### config.mk
export PLATFORM = sky130hd
export DESIGN_NAME = pc_sequencer
export DESIGN_NICKNAME = d
export VERILOG_FILES = /design/src/rtl/pc_sequencer.sv
export SDC_FILE = /design/constraint.sdc
export NUM_CORES = 1
export LEC_CHECK = 0
export ABC_CLOCK_PERIOD_IN_PS = 2200
export BUFFER_PORTS_ARGS = -buffer_cell sky130_fd_sc_hd__clkbuf_2
export CAP_MARGIN = 10
export CORE_ASPECT_RATIO = 1.4
export CORE_MARGIN = 5
export CORE_UTILIZATION = 40
export DETAILED_ROUTE_END_ITERATION = 10
export MAX_ROUTING_LAYER = met4
export PLACE_DENSITY = 0.74
export SYNTH_ARGS = -nofsm -noshare
export SYNTH_HDL_FRONTEND = slang
export SYNTH_SLANG_ARGS = --single-unit
export TNS_END_PERCENT = 20
### constraint.sdc
create_clock -name clk -period 2.2 [get_ports clk]
set_input_delay 0.22 -clock clk [delete_from_list [all_inputs] [get_ports clk]]
set_output_delay 0.22 -clock clk [all_outputs]
set_load 0.01 [all_outputs]
### src/rtl/pc_sequencer.sv
// pc_sequencer: next-PC controller for the instruction-fetch stage.
// Each cycle it selects what the program counter loads: reset vector,
// sequential +4, a redirect from EX, a hold for a hazard stall, or a halt.
// It also drives the IF/ID flush and fetch-valid qualifiers.
//
// Optional feature macro: PC_MISALIGN_TRAP_EN
//   defined   : a redirect to a misaligned target goes to TRAP_VEC and pulses trap
//   undefined : redirect targets are force-aligned, trap is tied low
//
// Ports:
//   clk         clock, rising edge
//   rst         asynchronous active-high reset
//   curr_addr   current PC value
//   stall       hazard unit requests PC hold
//   br_taken    EX resolved a taken branch/jump this cycle
//   br_target   redirect address, valid with br_taken
//   halt        EX decoded a halt instruction
//   next_addr   value for the PC to load (combinational)
//   pc_we       PC load enable (combinational)
//   flush       squash IF/ID contents (combinational)
//   fetch_valid fetched instruction is architecturally valid (combinational)
//   trap        misaligned-redirect trap pulse (combinational)
//   state       FSM state: BOOT=0, RUN=1, FLUSH=2, HALT=3
//   fetch_cnt   saturating count of valid fetches (registered)
module pc_sequencer #(
  parameter int unsigned          ADDR_W       = 8,
  parameter logic [ADDR_W-1:0]    RESET_ADDR   = ADDR_W'(8'h00),
  parameter logic [ADDR_W-1:0]    TRAP_VEC     = ADDR_W'(8'h40),
  parameter int unsigned          FLUSH_CYCLES = 2
) (
  input  logic              clk,
  input  logic              rst,
  input  logic [ADDR_W-1:0] curr_addr,
  input  logic              stall,
  input  logic              br_taken,
  input  logic [ADDR_W-1:0] br_target,
  input  logic              halt,
  output logic [ADDR_W-1:0] next_addr,
  output logic              pc_we,
  output logic              flush,
  output logic              fetch_valid,
  output logic              trap,
  output logic [1:0]        state,
  output logic [15:0]       fetch_cnt
);

  localparam int unsigned BCNT_W = 3;
  localparam int unsigned CNT_W  = 16;
  localparam bit          MULTI_FLUSH = (FLUSH_CYCLES > 1);
  localparam logic [BCNT_W-1:0] BCNT_LOAD = BCNT_W'(MULTI_FLUSH ? FLUSH_CYCLES - 2 : 0);
  localparam logic [CNT_W-1:0]  CNT_MAX   = {CNT_W{1'b1}};
  localparam logic [ADDR_W-1:0] ALIGN_MASK = ~ADDR_W'(3);

  typedef enum logic [1:0] {
    ST_BOOT  = 2'd0,
    ST_RUN   = 2'd1,
    ST_FLUSH = 2'd2,
    ST_HALT  = 2'd3
  } state_t;

  state_t              state_q, state_d;
  logic [BCNT_W-1:0]   bcnt_q, bcnt_d;
  logic [ADDR_W-1:0]   seq_addr;
  logic [ADDR_W-1:0]   redir_addr;
  logic                redir_trap;

  assign seq_addr = curr_addr + ADDR_W'(4);

  // Redirect target resolution for misaligned branch targets
`ifdef PC_MISALIGN_TRAP_EN
  assign redir_trap = |br_target[1:0];
  assign redir_addr = redir_trap ? TRAP_VEC : br_target;
`else
  assign redir_trap = 1'b0;
  assign redir_addr = br_target & ALIGN_MASK;
`endif

  // Next-state and combinational outputs
  always_comb begin
    state_d     = state_q;
    bcnt_d      = bcnt_q;
    next_addr   = curr_addr;
    pc_we       = 1'b0;
    flush       = 1'b0;
    fetch_valid = 1'b0;
    trap        = 1'b0;
    case (state_q)
      ST_BOOT: begin
        next_addr = RESET_ADDR;
        pc_we     = 1'b1;
        flush     = 1'b1;
        state_d   = ST_RUN;
      end
      ST_RUN: begin
        if (br_taken) begin
          next_addr = redir_addr;
          trap      = redir_trap;
          pc_we     = 1'b1;
          flush     = 1'b1;
          if (MULTI_FLUSH) begin
            state_d = ST_FLUSH;
            bcnt_d  = BCNT_LOAD;
          end
        end else if (halt) begin
          flush   = 1'b1;
          state_d = ST_HALT;
        end else if (stall) begin
          fetch_valid = 1'b1;
        end else begin
          next_addr   = seq_addr;
          pc_we       = 1'b1;
          fetch_valid = 1'b1;
        end
      end
      ST_FLUSH: begin
        // Events here come from squashed instructions and are ignored
        next_addr = seq_addr;
        pc_we     = 1'b1;
        flush     = 1'b1;
        if (bcnt_q == '0) state_d = ST_RUN;
        else              bcnt_d  = bcnt_q - BCNT_W'(1);
      end
      ST_HALT: begin
        flush = 1'b1;
      end
      default: begin
        state_d = ST_BOOT;
      end
    endcase
  end

  // State, bubble counter and fetch counter registers
  always_ff @(posedge clk or posedge rst) begin
    if (rst) begin
      state_q   <= ST_BOOT;
      bcnt_q    <= '0;
      fetch_cnt <= '0;
    end else begin
      state_q <= state_d;
      bcnt_q  <= bcnt_d;
      if (fetch_valid && (fetch_cnt != CNT_MAX)) fetch_cnt <= fetch_cnt + CNT_W'(1);
    end
  end

  assign state = state_q;

endmodule

==> impl_metrics.prom <==
# TYPE chip_impl_metric gauge
chip_impl_info{name="run_status",value="finished clean"} 1
chip_impl_metric{name="place_worst_setup_slack",unit="ns"} 0.350
chip_impl_metric{name="clock_path_buffers",unit=""} 2
chip_impl_metric{name="final_nets",unit=""} 236
chip_impl_metric{name="die-height",unit="um"} 83.7
chip_impl_info{name="cp_cell_sequence",value="nand2b_1, a21oi_1, o22ai_1, o221ai_1, clkbuf_2"} 1
chip_impl_metric{name="post-dp-hpwl",unit="um"} 2750
chip_impl_info{name="yosys_most_used_dff",value="sky130_fd_sc_hd__dfrtp_1"} 1
chip_impl_metric{name="share_of_synthesized_flip_flops_with_an_asynchronous_set_or_reset",unit="%"} 100
chip_impl_metric{name="fmaxAchievable",unit="MHz"} 533
chip_impl_metric{name="reg2reg_depth",unit=""} 5
chip_impl_metric{name="cts-htree-levels",unit=""} 1
chip_impl_info{name="unrepaired_setup_endpoints_after_global_routing",value="false"} 1
chip_impl_metric{name="wl_per_cell",unit="um"} 13.9
chip_impl_metric{name="design.die.area",unit="um^2"} 5250
chip_impl_metric{name="cts_bufs_inserted",unit=""} 3
chip_impl_metric{name="slew_viol_final",unit=""} 0
chip_impl_metric{name="vdd.ir_drop.worst",unit="V"} 0.000410
chip_impl_metric{name="post-route-cell-area",unit="um^2"} 1880
chip_impl_metric{name="final.fill_count",unit=""} 352
chip_impl_info{name="timing.critical_path.from_type",value="register"} 1
chip_impl_metric{name="worstPathArrival",unit="ns"} 1.66
chip_impl_metric{name="max_stage_delay",unit="ns"} 0.51
chip_impl_metric{name="layout-area-overhead-vs-synth",unit="%"} 20.8
chip_impl_metric{name="cts_resized",unit=""} 0
chip_impl_metric{name="synth_seq_area_share",unit="%"} 33.8
chip_impl_metric{name="finalCoreUtilization",unit="%"} 50.6
chip_impl_info{name="yosys.area.top_type",value="sky130_fd_sc_hd__dfrtp_1"} 1
chip_impl_info{name="critical_path.endpoint_type",value="output port"} 1
chip_impl_metric{name="first_global_vias",unit=""} 1356
chip_impl_metric{name="postSynthRegisterBits",unit=""} 21
chip_impl_metric{name="global_route_wire_length_before_repair",unit="um"} 6040
chip_impl_metric{name="fin_total_pwr",unit="mW"} 0.817
chip_impl_info{name="worst_setup_path_start",value="state[0]"} 1
chip_impl_info{name="root_buffer",value="sky130_fd_sc_hd__clkbuf_8"} 1
chip_impl_metric{name="clkSinkCount",unit=""} 21
chip_impl_metric{name="final_layout_size_suffix_gt1_share",unit="%"} 36.2
chip_impl_metric{name="drt_iter0_drc",unit=""} 97
chip_impl_metric{name="floorplan.core_area",unit="um^2"} 3710
chip_impl_info{name="final_cell_mix",value="sky130_fd_sc_hd__clkbuf_2, sky130_fd_sc_hd__dfrtp_1, sky130_fd_sc_hd__nand2_1"} 1
chip_impl_metric{name="cts.hold.buffers_added",unit=""} 0
chip_impl_metric{name="grt_usage",unit="%"} 13.8
chip_impl_metric{name="synthCells",unit=""} 162
chip_impl_metric{name="clk_transition_reported_paths",unit="ns"} 0.08
chip_impl_info{name="worst_path_max_delay_cell",value="sky130_fd_sc_hd__dfrtp_1"} 1
chip_impl_metric{name="drt_first_pass_iters",unit=""} 4
chip_impl_metric{name="die_width",unit="um"} 62.7
chip_impl_metric{name="fin_setup_tns",unit="ns"} 0
chip_impl_metric{name="combined_area_of_all_synthesized_cells",unit="um^2"} 1550
chip_impl_metric{name="syn-num-nets",unit=""} 187
chip_impl_metric{name="relSlewSlack",unit="%"} 46.6
chip_impl_metric{name="tightest_slew",unit="ns"} 0.800
chip_impl_metric{name="instances_no_fill",unit=""} 252
chip_impl_info{name="critPathKind",value="reg -> out"} 1
chip_impl_metric{name="finalClockSkew",unit="ns"} 0.00218
chip_impl_info{name="tritoncts",value="built"} 1
chip_impl_metric{name="fp-row-count",unit=""} 26
chip_impl_metric{name="total_of_buffers_placed_on_input_and_output_ports",unit=""} 47
chip_impl_metric{name="post-route-worst-setup-slack",unit="ns"} 0.324
chip_impl_metric{name="avgSynthCellArea",unit="um^2"} 9.58
chip_impl_metric{name="worst-endpoint-required",unit="ns"} 1.98
chip_impl_metric{name="ff2ff_setup_slack",unit="ns"} 0.35
chip_impl_info{name="type_of_the_most_critical_hold_path",value="in -> async"} 1
chip_impl_metric{name="grt_max_degree",unit=""} 22
chip_impl_metric{name="cts_setup_buffers",unit=""} 0
chip_impl_metric{name="antennaDiodeCount",unit=""} 0
chip_impl_info{name="timing.rr.end",value="fetch_cnt[1]"} 1
chip_impl_metric{name="cp.depth",unit=""} 5
chip_impl_info{name="worst_setup_path_endpoint",value="next_addr[5]"} 1
chip_impl_metric{name="drv.max_cap_violation_count",unit=""} 0
chip_impl_metric{name="insertion_delay",unit="ns"} 0.26
chip_impl_metric{name="drc_errors",unit=""} 0
chip_impl_metric{name="crit_path_max_fanout",unit=""} 13
chip_impl_metric{name="fin_crit",unit="ns"} 1.88
chip_impl_metric{name="initial_utilization",unit="%"} 41.9
chip_impl_metric{name="number_of_warnings_printed_during_yosys_synthesis",unit=""} 0
chip_impl_metric{name="critical_path_buf_inv_count",unit=""} 1
chip_impl_metric{name="grt_antenna_before_repair",unit=""} 0
chip_impl_metric{name="routed_wirelength",unit="um"} 3500
chip_impl_metric{name="number_of_enable_flip_flop_cells_after_synthesis",unit=""} 0
chip_impl_metric{name="timing.hold.ws",unit="ns"} 0.0863
chip_impl_metric{name="synth_largest_type_area_fraction",unit="%"} 33.8
chip_impl_metric{name="gp_congestion",unit=""} 0.803
chip_impl_info{name="worst_path_dominant_cell_family",value="flip-flops"} 1
chip_impl_metric{name="final_hold_viol_count",unit=""} 0
chip_impl_metric{name="finalSetupViolations",unit=""} 0
chip_impl_metric{name="p_leak",unit="nW"} 0.928
chip_impl_metric{name="vias",unit=""} 1389
chip_impl_metric{name="ys_types",unit=""} 55
chip_impl_metric{name="pin_count",unit=""} 51
chip_impl_metric{name="ant_nets",unit=""} 0
chip_impl_metric{name="placed_cells_incl_taps",unit=""} 248
chip_impl_metric{name="gr-total-overflow",unit=""} 0
chip_impl_info{name="timing.rr.start",value="fetch_cnt[0]"} 1
chip_impl_info{name="yosys-top-cells-area",value="sky130_fd_sc_hd__dfrtp_1, sky130_fd_sc_hd__xor2_1, sky130_fd_sc_hd__nand2_1"} 1
chip_impl_metric{name="pwr_dens",unit="nW/um^2"} 436
chip_impl_info{name="layout_commonest_cell",value="sky130_fd_sc_hd__clkbuf_2"} 1
chip_impl_metric{name="detail_route.vias_per_cell",unit=""} 5.51
chip_impl_metric{name="final.period_utilization",unit="%"} 85.3
chip_impl_metric{name="dpl-instance-area",unit="um^2"} 1830
## area by class of cell
| type | instances | area [um^2] | share of cell area, % |
|---|---|---|---|
| clock buffers | 3 | 41.3 | 2.20 |
| clock inverters | 1 | 5.00 | 0.267 |
| inverters | 11 | 46.3 | 2.47 |
| multi-input cells | 122 | 932 | 49.7 |
| flip-flops and latches | 21 | 526 | 28.0 |
| well taps | 42 | 52.6 | 2.80 |
| repair buffers | 52 | 273 | 14.5 |
## synth_stat cells, drive strengths merged, types with 2 or more instances
master,instances
a21oi,7
a22oi,3
a31oi,2
and2,2
and3,3
buf,7
dfrtp,21
ha,4
inv,10
mux2,4
nand2,14
nand3,7
nand4,6
nor2,6
nor2b,3
nor3,3
nor3b,3
nor4,4
o211a,2
o211ai,4
o21ai,7
o221ai,2
o22ai,2
o31ai,3
xnor2,5
xor2,10
## where the power goes
part           switching, mW  internal, mW  leakage, nW
clock network          0.125         0.126       0.0255
logic                 0.0761        0.0682        0.633
registers             0.0199         0.402        0.270
total                  0.221         0.596        0.928
## registers in the layout, indices dropped and copies added (netlist names)
register / count
fetch_cnt: 16
bcnt_q: 3
state: 2
## per-layer routing
layer,wire [um],vias up,global-route usage (%)
li1,-,693,-
met1,1460,649,16.1
met2,1780,45,23.5
met3,239,2,2.83
met4,25,0,4.44
met5,0,-,-
## worst register-to-register path, delay by kind of cell (launching register included)
family / cells / cell delay [ns]
DFF: 1 / 0.42
adders and majority gates: 1 / 0.20
AOI/OAI and AO/OA: 1 / 0.16
muxes: 1 / 0.32
and+or+nand+nor: 2 / 0.63
## cells by family after synthesis
logic type      Yosys count  share of synthesized area, %
simple gates             56                          25.5
compound gates           42                          19.5
flops                    21                          33.8
buf+inv                  19                          6.12
xor+xnor                 15                          8.46
fa+ha+maj                 4                          3.22
mux                       4                          3.14
other cells               1                         0.242
## worst min-delay path by stage
stage	end	from
floorplan	bcnt_q[0]	rst
global placement	fetch_cnt[5]	rst
detailed placement	fetch_cnt[5]	rst
CTS	fetch_cnt[10]	rst
global route	fetch_cnt[10]	rst
finish	fetch_cnt[5]	rst
Note: power is estimated with default switching activity, not from simulation.
